**src/rtl/mem_port_arbiter.sv**
```systemverilog
// Arbitrates the single RAM port between instruction fetch and load/store.
// Round-robin on ties, one transaction in flight, flush-squashed fetches, read-timeout watchdog.
module mem_port_arbiter #(
  parameter int unsigned ADDR_W  = 32,
  parameter int unsigned DATA_W  = 32,
  parameter int unsigned TIMEOUT = 1024
) (
  input  logic              clk,
  input  logic              rst,
  input  logic              if_req_i,
  input  logic [ADDR_W-1:0] if_addr_i,
  output logic              if_gnt_o,
  output logic              if_valid_o,
  output logic [DATA_W-1:0] if_data_o,
  input  logic              ls_req_i,
  input  logic              ls_we_i,
  input  logic [ADDR_W-1:0] ls_addr_i,
  input  logic [DATA_W-1:0] ls_wdata_i,
  input  logic [3:0]        ls_sel_i,
  output logic              ls_gnt_o,
  output logic              ls_valid_o,
  output logic [DATA_W-1:0] ls_rdata_o,
  input  logic              flush_i,
  output logic              err_o,
  output logic              mem_req_o,
  output logic              mem_we_o,
  output logic [ADDR_W-1:0] mem_addr_o,
  output logic [DATA_W-1:0] mem_data_o,
  output logic [3:0]        mem_sel_o,
  input  logic [DATA_W-1:0] mem_data_i,
  input  logic              mem_valid_i,
  input  logic              mem_ready_i
);

  localparam int unsigned CntW = (TIMEOUT > 2) ? $clog2(TIMEOUT) : 1;
  localparam logic [CntW-1:0] CntMax = CntW'(TIMEOUT - 1);

  typedef enum logic [1:0] {StIdle, StIssue, StRdWait} state_e;

  state_e            r_state, w_state_next;
  logic              r_last_ls;
  logic              r_owner_ls;
  logic              r_we;
  logic              r_drop;
  logic              r_err;
  logic              r_if_valid;
  logic              r_ls_valid;
  logic [ADDR_W-1:0] r_addr;
  logic [DATA_W-1:0] r_wdata;
  logic [DATA_W-1:0] r_if_data;
  logic [DATA_W-1:0] r_ls_data;
  logic [3:0]        r_sel;
  logic [CntW-1:0]   r_cnt;

  logic w_if_cand;
  logic w_arb;
  logic w_pick_ls;
  logic w_if_gnt;
  logic w_ls_gnt;
  logic w_rd_done;
  logic w_timeout;

  // A flushed fetch must not be started; rst gating keeps grants low while in reset.
  always_comb begin
    w_if_cand = if_req_i & ~flush_i;
    w_arb     = rst & (r_state == StIdle) & mem_ready_i;
    w_pick_ls = ls_req_i & (~w_if_cand | ~r_last_ls);
    w_ls_gnt  = w_arb & w_pick_ls;
    w_if_gnt  = w_arb & w_if_cand & ~w_pick_ls;
  end

  always_comb begin
    w_state_next = r_state;
    w_rd_done    = 1'b0;
    w_timeout    = 1'b0;
    unique case (r_state)
      StIdle: begin
        if (w_if_gnt || w_ls_gnt) begin
          w_state_next = StIssue;
        end
      end
      StIssue: begin
        w_state_next = r_we ? StIdle : StRdWait;
      end
      StRdWait: begin
        if (mem_valid_i) begin
          w_rd_done    = 1'b1;
          w_state_next = StIdle;
        end else if (r_cnt == CntMax) begin
          w_timeout    = 1'b1;
          w_state_next = StIdle;
        end
      end
      default: w_state_next = StIdle;
    endcase
  end

  always_ff @(posedge clk or negedge rst) begin
    if (!rst) begin
      r_state    <= StIdle;
      r_last_ls  <= 1'b0;
      r_owner_ls <= 1'b0;
      r_we       <= 1'b0;
      r_drop     <= 1'b0;
      r_err      <= 1'b0;
      r_if_valid <= 1'b0;
      r_ls_valid <= 1'b0;
      r_addr     <= '0;
      r_wdata    <= '0;
      r_if_data  <= '0;
      r_ls_data  <= '0;
      r_sel      <= '0;
      r_cnt      <= '0;
    end else begin
      r_state    <= w_state_next;
      r_if_valid <= 1'b0;
      r_ls_valid <= 1'b0;
      unique case (r_state)
        StIdle: begin
          if (w_ls_gnt) begin
            r_owner_ls <= 1'b1;
            r_last_ls  <= 1'b1;
            r_we       <= ls_we_i;
            r_addr     <= ls_addr_i;
            r_wdata    <= ls_wdata_i;
            r_sel      <= ls_sel_i;
          end else if (w_if_gnt) begin
            r_owner_ls <= 1'b0;
            r_last_ls  <= 1'b0;
            r_we       <= 1'b0;
            r_addr     <= if_addr_i;
            r_sel      <= 4'b1111;
          end
        end
        StIssue: begin
          r_cnt <= '0;
          if (!r_owner_ls && flush_i) begin
            r_drop <= 1'b1;
          end
          // Stores are acknowledged as soon as they have been presented.
          if (r_we) begin
            r_ls_valid <= 1'b1;
          end
        end
        StRdWait: begin
          if (w_rd_done) begin
            r_drop <= 1'b0;
            if (r_owner_ls) begin
              r_ls_data  <= mem_data_i;
              r_ls_valid <= 1'b1;
            end else begin
              r_if_data  <= mem_data_i;
              r_if_valid <= ~r_drop;
            end
          end else if (w_timeout) begin
            r_err  <= 1'b1;
            r_drop <= 1'b0;
          end else begin
            r_cnt <= r_cnt + CntW'(1);
            if (!r_owner_ls && flush_i) begin
              r_drop <= 1'b1;
            end
          end
        end
        default: ;
      endcase
    end
  end

  assign if_gnt_o   = w_if_gnt;
  assign ls_gnt_o   = w_ls_gnt;
  assign if_valid_o = r_if_valid;
  assign ls_valid_o = r_ls_valid;
  assign if_data_o  = r_if_data;
  assign ls_rdata_o = r_ls_data;
  assign err_o      = r_err;
  assign mem_req_o  = (r_state == StIssue);
  assign mem_we_o   = (r_state == StIssue) & r_we;
  assign mem_addr_o = r_addr;
  assign mem_data_o = r_wdata;
  assign mem_sel_o  = r_sel;

endmodule
```
**config.mk**
```make
export PLATFORM = sky130hd
export DESIGN_NAME = mem_port_arbiter
export DESIGN_NICKNAME = d
export VERILOG_FILES = /design/src/rtl/mem_port_arbiter.sv
export SDC_FILE = /design/constraint.sdc
export NUM_CORES = 1
export LEC_CHECK = 0
export CORE_ASPECT_RATIO = 0.8
export CORE_MARGIN = 4
export CORE_UTILIZATION = 38
export CTS_CLUSTER_SIZE = 28
export DETAILED_ROUTE_END_ITERATION = 10
export PLACE_DENSITY_LB_ADDON = 0.15
export SLEW_MARGIN = 25
export SYNTH_ARGS = -nofsm -noshare
export SYNTH_HDL_FRONTEND = slang
export SYNTH_SLANG_ARGS = --single-unit
```
**constraint.sdc**
```tcl
create_clock -name clk -period 2.4 [get_ports clk]
set_clock_uncertainty 0.1 [all_clocks]
set_input_delay 0.48 -clock clk [delete_from_list [all_inputs] [get_ports clk]]
set_output_delay 0.48 -clock clk [all_outputs]
set_load 0.02 [all_outputs]
```
==> flow_metrics.tcl, run 1 <==
set metrics [dict create \
    status "finished, final reports clean" \
    ys_ff_latch 150 \
    drc 0 \
    wl_met1_um 7488 \
    setup_viol 0 \
    cts_num_sinks 150 \
    finalMaxSlewViolations 0 \
    clk_pin_slew_ns 0.06 \
    rsz0062_at_grt "no" \
    avgSynthCellArea_um2 11.04 \
    async_flop_share_pct 100.0 \
    num_antenna_cells 0 \
    worstPathArrival_ns 1.75 \
    drt_iter0_drc 254 \
    period_share_pct 96.96 \
    routed_wl_um 18710 \
    cts_buffers 17 \
    antenna_found_initial 0 \
    hold_viol_final 0 \
    drive_gt1_share_pct 14.89 \
    leakage_nw 4.327 \
    wire_per_inst_um 17.52 \
    wl_met3_um 1419 \
    insertion_delay_ns 0.41 \
    ir_worst_vdd_mv 0.6704 \
    cp.required_ns 1.82 \
    grt_max_degree 137 \
    power_density_mw_per_mm2 1333 \
    firstDrtPassIters 4 \
    final_nets 985 \
    cts_max_path_buffers 2 \
    overflow 0 \
    clockRootBuffer "clkbuf_16" \
    ant_nets 0 \
    crit_path_max_fanout 3 \
    grt_use_total_pct 20.48 \
    synth_flop_cell "dfrtp_1" \
    fin_crit_ns 2.327 \
    seq_area_frac_synth_pct 60.94 \
    die_y_um 121.9 \
    yosysUniqueCellTypes 44 \
    critical_path_class "flip-flop to primary output" \
    io_pins 279 \
    die_area_mm2 0.01832 \
    fp-row-count 41 \
    end_kind "primary output" \
    dr_wl_met2_um 9501 \
    initial_utilization_pct 38.86 \
    maxCapViolations 0 \
    synth_fp_nets 703 \
    h-tree-depth 4 \
    grt_first_pass_wirelength_um 28900 \
    vias 5261 \
    grt_pass1_vias 5297 \
    area_growth_pct 59.92 \
    synth_edf_count 0 \
    hpwlAfterDp_um 13450 \
    relSlewSlack_pct 50.57 \
    top_layer_used "met4" \
    cts_tree "yes" \
    start_kind "flip-flop" \
    syn_inst 558 \
    avgViaCountPerCell 4.926 \
    io_buffers 278 \
    core_area_mm2 0.01585 \
    die_w_um 150.3 \
    max_freq_mhz 429.7 \
    hp-class "primary input to asynchronous set/reset pin" \
    syn_area_mm2 0.006160 \
    gp_congestion 0.8512 \
    tns_ns 0 \
    worst_pin_slew_ns 0.7414 \
    yosys_warnings 0 \
    place_inst 1035 \
    finalNonFillerCells 1068 \
]
per-stage QoR:
step	hold WS (ns)	area (um2)	worst slack, ns	utilization [%]	total power (W)
after floorplan	0.08441	6160	0.3841	-	0.007161
after global placement	0.3128	9228	-0.1999	58.21	0.01023
after detailed placement	0.3277	9228	-0.2218	58.21	0.01041
after CTS	0.1400	9861	0.006922	62.21	0.01328
after global routing	0.1601	9851	0.006140	62.14	0.01384
final	0.08873	9851	0.07295	62.14	0.01313
sequential cells by signal, summed over array words and instances (netlist names):
register,count
mem_data_o,32
mem_addr_o,32
ls_valid_o,1
r_owner_ls,1
r_state,2
r_we,1
if_data_o,32
ls_rdata_o,32
r_drop,1
r_cnt,10
mem_sel_o,4
err_o,1
if_valid_o,1
critical path, stage by stage (launching register included):
cell	delay [ns]
dfrtp_1	0.40
inv_1	0.10
ha_2	0.23
nand4_1	0.13
a21o_2	0.24
inv_2	0.06
buf_2	0.17
cells in the mapped netlist (2+ instances only):
library cell  instances  area, um2
nor2_1               33      123.9
and2_1                2      12.51
clkbuf_1              6      22.52
a2111o_1              2      22.52
buf_1                 3      11.26
inv_1                 7      26.28
dfrtp_1             150       3754
a31oi_1              35      219.0
buf_2                21      105.1
nand2b_1              2      12.51
mux2_2               65      732.0
nand4_1               2      12.51
nand2_1             167      626.9
nor2b_1               4      25.02
ha_1                  5      62.56
and3_1                2      12.51
o31ai_1               3      22.52
buf_4                 2      15.01
nand3_1               8      40.04
o22a_1                4      35.03
a31o_2                2      17.52
a21oi_1               8      40.04
o21ai_0               4      20.02
per-layer routing:
metal | up-vias | global-route usage [%]
met5 | - | 0
met2 | 167 | 34.36
met3 | 20 | 6.806
li1 | 2465 | -
met4 | 0 | 5.657
met1 | 2609 | 25.45
cells by family (layout without fill, tap and decap cells):
kind of cell / Yosys count / count (layout) / share of synthesized area, %
and+or+nand+nor: 226 / 226 / 14.87
DFF: 150 / 150 / 60.94
AOI/OAI and AO/OA: 70 / 70 / 7.963
muxes: 66 / 66 / 12.05
buffers and inverters: 41 / 336 / 3.169
adders and majority gates: 5 / 5 / 1.016
area by class of cell:
type / instances / area, um2
clock inverters: 11 / 146.4
clock buffers: 21 / 480.5
inverters: 8 / 30.03
multi-input cells: 367 / 2216
flip-flops and latches: 150 / 3754
well taps: 215 / 269.0
fillers: 1251 / 6001
repair buffers: 296 / 2955
cell usage in the layout (no fill, tap or decap), types with 7 or more instances in the layout:
master           instances
clkbuf_16               17
buf_4                   13
inv_1                    7
nand3_1                  8
clkdlybuf4s50_1        273
a21oi_1                  8
a31oi_1                 35
dfrtp_1                150
mux2_2                  65
nand2_1                167
nor2_1                  33
report_power, final:
part / switching, W / internal, W
clock: 0.00106 / 0.00175
sequential: 0.000646 / 0.00369
combinational: 0.00299 / 0.00300
total: 0.00469 / 0.00844
final timing paths:
path	end	start	cells after the start	slack, ns
setup / recovery	ls_gnt_o	r_state[1]	6	0.07
setup reg to reg	mem_addr_o[14]	r_state[1]	8	0.16
min in group clk	r_owner_ls	rst	3	0.30
max in group asynchronous	r_cnt[9]	rst	3	1.46
hold / removal	ls_rdata_o[13]	rst	2	0.09
hold reg to reg	if_valid_o	r_drop	1	0.33
what timing repair did:
item,in CTS,in global routing
endpoints found under the hold margin,14,0
cloned,0,0
setup buffers,0,0
resized for setup,11,3
hold buffers,1,0
setup endpoints to repair,4,2
pin swaps,0,0
Power figures use the tool's default switching activity.
==> run 2, diff against run 1 <==
--- a/config.mk
+++ b/config.mk
@@ -5,9 +5,11 @@
 export SDC_FILE = /design/constraint.sdc
 export NUM_CORES = 1
 export LEC_CHECK = 0
+export CELL_PAD_IN_SITES_DETAIL_PLACEMENT = 0
+export CELL_PAD_IN_SITES_GLOBAL_PLACEMENT = 1
 export CORE_ASPECT_RATIO = 0.8
 export CORE_MARGIN = 4
-export CORE_UTILIZATION = 38
+export CORE_UTILIZATION = 28
 export CTS_CLUSTER_SIZE = 28
 export DETAILED_ROUTE_END_ITERATION = 10
 export PLACE_DENSITY_LB_ADDON = 0.15
==> run 2 against run 1 <==
Compared with the run above:
- final cell count rose by 5.7%
- first-iteration DRC count down 23%
- critical endpoint unchanged
- critical path depth grew 1
- sequential power about the same
- flip-flop and latch count did not move
- count of clock-buffer cells in the layout fell by 4
- utilization down 16 points
- design area is 0.91% higher
==> flow_metrics.tcl, run 2 (same netlist as run 1, synthesis figures left out) <==
set metrics [dict create \
    status "finished, final reports clean" \
    grt_use_total_pct 16.06 \
    start_kind "flip-flop" \
    rsz0062_at_grt "no" \
    die_area_mm2 0.02445 \
    firstDrtPassIters 4 \
    maxCapViolations 0 \
    num_antenna_cells 0 \
    hold_viol_final 0 \
    routed_wl_um 19750 \
    drc 0 \
    end_kind "primary output" \
    final_nets 986 \
    fp-row-count 48 \
    die_w_um 173.8 \
    ir_worst_vdd_mv 0.6118 \
    drive_gt1_share_pct 15.22 \
    crit_buf_inv 4 \
    io_buffers 278 \
    path_depth 7 \
    setup_viol 0 \
    antenna_found_initial 0 \
    hpwlAfterDp_um 13940 \
    gp_congestion 0.8066 \
    hp-class "primary input to asynchronous set/reset pin" \
    power_density_mw_per_mm2 1311 \
    io_pins 279 \
    avgViaCountPerCell 4.621 \
    path_cells "inv_2 > ha_4 > buf_4 > nand4_1 > a21o_4 > inv_4 > buf_6" \
    place_area_mm2 0.009325 \
    insertion_delay_ns 0.42 \
    area_growth_pct 61.39 \
    clk_pin_slew_ns 0.07 \
    final_cell_mix "clkdlybuf4s50_1 (273), nand2_1 (167), dfrtp_1 (150)" \
    stdcell_area_mm2 0.009941 \
    finalNonFillerCells 1129 \
    cts_tree "yes" \
    drt_iter0_drc 196 \
    grt_pass1_vias 5448 \
    cp_top_family "buffers and inverters" \
    grt_max_degree 151 \
    tns_ns 0 \
    period_share_pct 94.85 \
    hold_buffers 0 \
    ant_nets 0 \
    vias 5217 \
    reg2reg_depth 8 \
    clockRootBuffer "clkbuf_16" \
    initial_utilization_pct 28.49 \
    place_inst 1095 \
    fin_crit_ns 2.276 \
    overflow 0 \
    die_y_um 140.7 \
    critical-path-max-stage-delay_ns 0.40 \
    max_freq_mhz 439.3 \
    crit_slowest_cell "dfrtp_1" \
    cts_max_path_buffers 2 \
    grt_first_pass_wirelength_um 31340 \
    r2r_slack_ns 0.47 \
    worst_pin_slew_ns 0.8415 \
    relSlewSlack_pct 43.90 \
    core_area_mm2 0.02162 \
    h-tree-depth 4 \
    critical_path_class "flip-flop to primary output" \
    cts_buffers 17 \
    cp.required_ns 1.82 \
    worstPathArrival_ns 1.70 \
    final_common_cell "clkdlybuf4s50_1" \
    cts_num_sinks 150 \
    crit_path_max_fanout 3 \
    finalMaxSlewViolations 0 \
    n_fill_cell 2009 \
    leakage_nw 4.337 \
    fin_util_pct 45.98 \
    wire_per_inst_um 17.49 \
]
[run 2: cell count changes in the layout (fill, tap and decap cells not counted), sizes merged]
cell and change:
buf +1, clkinv -2, dlymetal6s2s +1, clkinvlp -1, clkbuf -4, dlygate4sd3 -1
inv +9, bufinv -2
[run 2: area by class of cell]
| type | count | area [um2] | share of cell area (%) |
|---|---|---|---|
| inverter | 8 | 32.53 | 0.3272 |
| tap | 275 | 344.1 | 3.461 |
| multi-input combinational | 367 | 2232 | 22.45 |
| clock inverter | 15 | 153.9 | 1.548 |
| sequential | 150 | 3754 | 37.76 |
| timing repair buffer | 297 | 2999 | 30.17 |
| clock buffer | 17 | 425.4 | 4.279 |
[run 2: metal layers]
metal | up-vias | track usage, % | share of wire [%]
met5 | - | 0 | 0
met3 | 25 | 5.818 | 7.5
met4 | 0 | 5.289 | 2.1
met1 | 2544 | 20.00 | 44
met2 | 184 | 26.13 | 47
li1 | 2464 | - | -
[run 2: worst paths after layout]
path                            start              to
min in group clk                  rst      r_owner_ls
hold reg to reg                r_drop      if_valid_o
setup / recovery           r_state[0]        ls_gnt_o
hold / removal                    rst  ls_rdata_o[24]
max in group asynchronous         rst   mem_addr_o[5]
setup reg to reg           r_state[0]    mem_sel_o[0]
[run 2: timing repair]
action | 4_1_cts | 5_1_grt
endpoints found under the setup margin | 4 | 3
gates resized for setup | 8 | 4
pin swaps | 0 | 1
setup buffers | 1 | 1
[run 2: through the flow]
step / power [W] / hold slack (ns) / setup WS (ns)
6_report: 0.01303 / 0.1076 / 0.1237
5_1_grt: 0.01377 / 0.1604 / 0.02564
4_1_cts: 0.01321 / 0.1683 / 0.0001482
3_5_place_dp: 0.01043 / 0.3223 / -0.1275
3_3_place_gp: 0.01030 / 0.3192 / -0.1268
2_1_floorplan: 0.007161 / 0.08441 / 0.3841
[run 2: where the power goes]
part           total [W]  switching (W)  internal, W
clock network    0.00269        0.00121      0.00148
logic            0.00602        0.00300      0.00302
registers        0.00432       0.000630      0.00369
total             0.0130        0.00484      0.00819
==> run 3, diff against run 2 <==
--- a/config.mk
+++ b/config.mk
@@ -8,7 +8,7 @@
 export CELL_PAD_IN_SITES_DETAIL_PLACEMENT = 0
 export CELL_PAD_IN_SITES_GLOBAL_PLACEMENT = 1
 export CORE_ASPECT_RATIO = 0.8
-export CORE_MARGIN = 4
+export CORE_MARGIN = 2
 export CORE_UTILIZATION = 28
 export CTS_CLUSTER_SIZE = 28
 export DETAILED_ROUTE_END_ITERATION = 10
==> run 3 against run 2 <==
Compared with the run above:
- via count fell by 1.7%
- first-iteration DRC count rose by 33%
- sequential power barely moved
- worst setup slack got worse by 0.018 ns
- maximum frequency fell by 0.78%
- worst hold slack improved by 0.22 ns
- combinational power fell by 1%
- routed wire length fell by 3.5%
- register-to-register slack got worse by 0.13 ns
- critical path type is now primary input to primary output
- critical endpoint unchanged
==> flow_metrics.tcl, run 3 (same netlist as run 1, synthesis figures left out) <==
set metrics [dict create \
    cts_num_sinks 150 \
    hp-class "flip-flop to flip-flop" \
    n_fill_cell 2031 \
    setup_viol 0 \
    insertion_delay_ns 0.42 \
    relSlewSlack_pct 41.68 \
    clk_pin_slew_ns 0.06 \
    antenna_found_initial 0 \
    die_y_um 136.7 \
    start_kind "primary input" \
    end_kind "primary output" \
    die_area_mm2 0.02321 \
    ant_nets 0 \
    critical_path_class "primary input to primary output" \
    cts_max_path_buffers 2 \
    initial_utilization_pct 28.57 \
    clockRootBuffer "clkbuf_16" \
    routed_wl_um 19050 \
    area_growth_pct 60.67 \
    leakage_nw 4.310 \
    core_area_mm2 0.02156 \
    cp_top_family "buffers and inverters" \
    finalMaxSlewViolations 0 \
    grt_max_degree 70 \
    dp_worst_setup_slack_ns -0.2220 \
    wire_per_inst_um 16.84 \
    drt_iter0_drc 260 \
    gp_congestion 0.7842 \
    worst_pin_slew_ns 0.8749 \
    critical-path-max-stage-delay_ns 0.54 \
    num_antenna_cells 0 \
    period_share_pct 95.60 \
    rsz0062_at_grt "no" \
    crit_slowest_cell "dlygate4sd3_1" \
    path_cells "dlygate4sd3_1 > buf_6 > nand4_1 > a21o_2 > inv_2 > clkbuf_4" \
    final_nets 988 \
    grt_first_pass_wirelength_um 29500 \
    finalNonFillerCells 1131 \
    power_density_mw_per_mm2 1306 \
    io_buffers 278 \
    h-tree-depth 4 \
    overflow 0 \
    grt_use_total_pct 16.41 \
    final_common_cell "clkdlybuf4s50_1" \
    holdWs_ns 0.3247 \
    io_pins 279 \
    drc 0 \
    fin_ws_ns 0.1057 \
    hold_viol_final 0 \
    firstDrtPassIters 4 \
    tns_ns 0 \
    max_freq_mhz 435.9 \
    cts_buffers 17 \
    cts_setup_buffers 0 \
    final_cell_mix "clkdlybuf4s50_1 (273), nand2_1 (167), dfrtp_1 (150)" \
    vias 5128 \
    fp-row-count 48 \
    maxCapViolations 0 \
    avgViaCountPerCell 4.534 \
    cts_tree "yes" \
    fin_crit_ns 2.294 \
    crit_buf_inv 4 \
    hpwlAfterDp_um 13450 \
    die_w_um 169.8 \
    drive_gt1_share_pct 15.07 \
    ir_worst_vdd_mv 0.6435 \
    worstPathArrival_ns 1.71 \
    place_inst 1098 \
    crit_path_max_fanout 4 \
    stdcell_area_mm2 0.009897 \
    status "finished, final reports clean" \
    place_area_mm2 0.009313 \
    grt_pass1_vias 5227 \
    cp.required_ns 1.82 \
]
## run 3: path summary, 6_finish.rpt
| check | depth (start not counted) | to | startpoint | slack [ns] |
|---|---|---|---|---|
| min in group asynchronous | 3 | if_data_o[24] | rst | 0.54 |
| max reg2reg | 8 | mem_addr_o[11] | r_state[0] | 0.34 |
| min | 1 | if_valid_o | r_drop | 0.32 |
| max | 6 | ls_gnt_o | rst | 0.11 |
| min reg2reg | 1 | if_valid_o | r_drop | 0.32 |
| max in group asynchronous | 4 | mem_data_o[17] | rst | 0.60 |
## run 3: cell type report
type	instances	area (um2)	area share [%]
Clock inverter	15	152.6	1.542
Multi-Input combinational cell	367	2216	22.39
Inverter	8	30.03	0.3034
Sequential cell	150	3754	37.93
Clock buffer	17	425.4	4.298
Timing Repair Buffer	299	2975	30.06
Tap cell	275	344.1	3.477
## run 3: metrics by stage
step | total power (W) | utilization [%]
after floorplan | 0.007161 | -
after global placement | 0.01026 | 43.19
after detailed placement | 0.01037 | 43.19
after CTS | 0.01312 | 45.86
after global routing | 0.01370 | 45.90
final | 0.01292 | 45.90
## run 3: layer usage
| layer | share of wire (%) | global-route usage (%) | routed length (um) | vias up |
|---|---|---|---|---|
| li1 | - | - | - | 2466 |
| met1 | 43 | 20.76 | 8220 | 2492 |
| met2 | 48 | 26.92 | 9139 | 155 |
| met3 | 7.8 | 5.784 | 1493 | 15 |
| met4 | 1.0 | 4.226 | 196 | 0 |
| met5 | 0 | 0 | 0 | - |
## run 3: report_power, final
group / switching (W) / internal (W) / leakage, nW
Sequential: 0.000615 / 0.00369 / 1.82
Combinational: 0.00297 / 0.00299 / 2.21
Clock: 0.00119 / 0.00147 / 0.278
Total: 0.00478 / 0.00815 / 4.31
## run 3: what timing repair did
action	CTS	global route
gates resized for setup	10	3
hold endpoints to repair	27	0
cloned	0	0
hold buffers	1	0
setup endpoints to repair	4	10
pin swaps	0	1
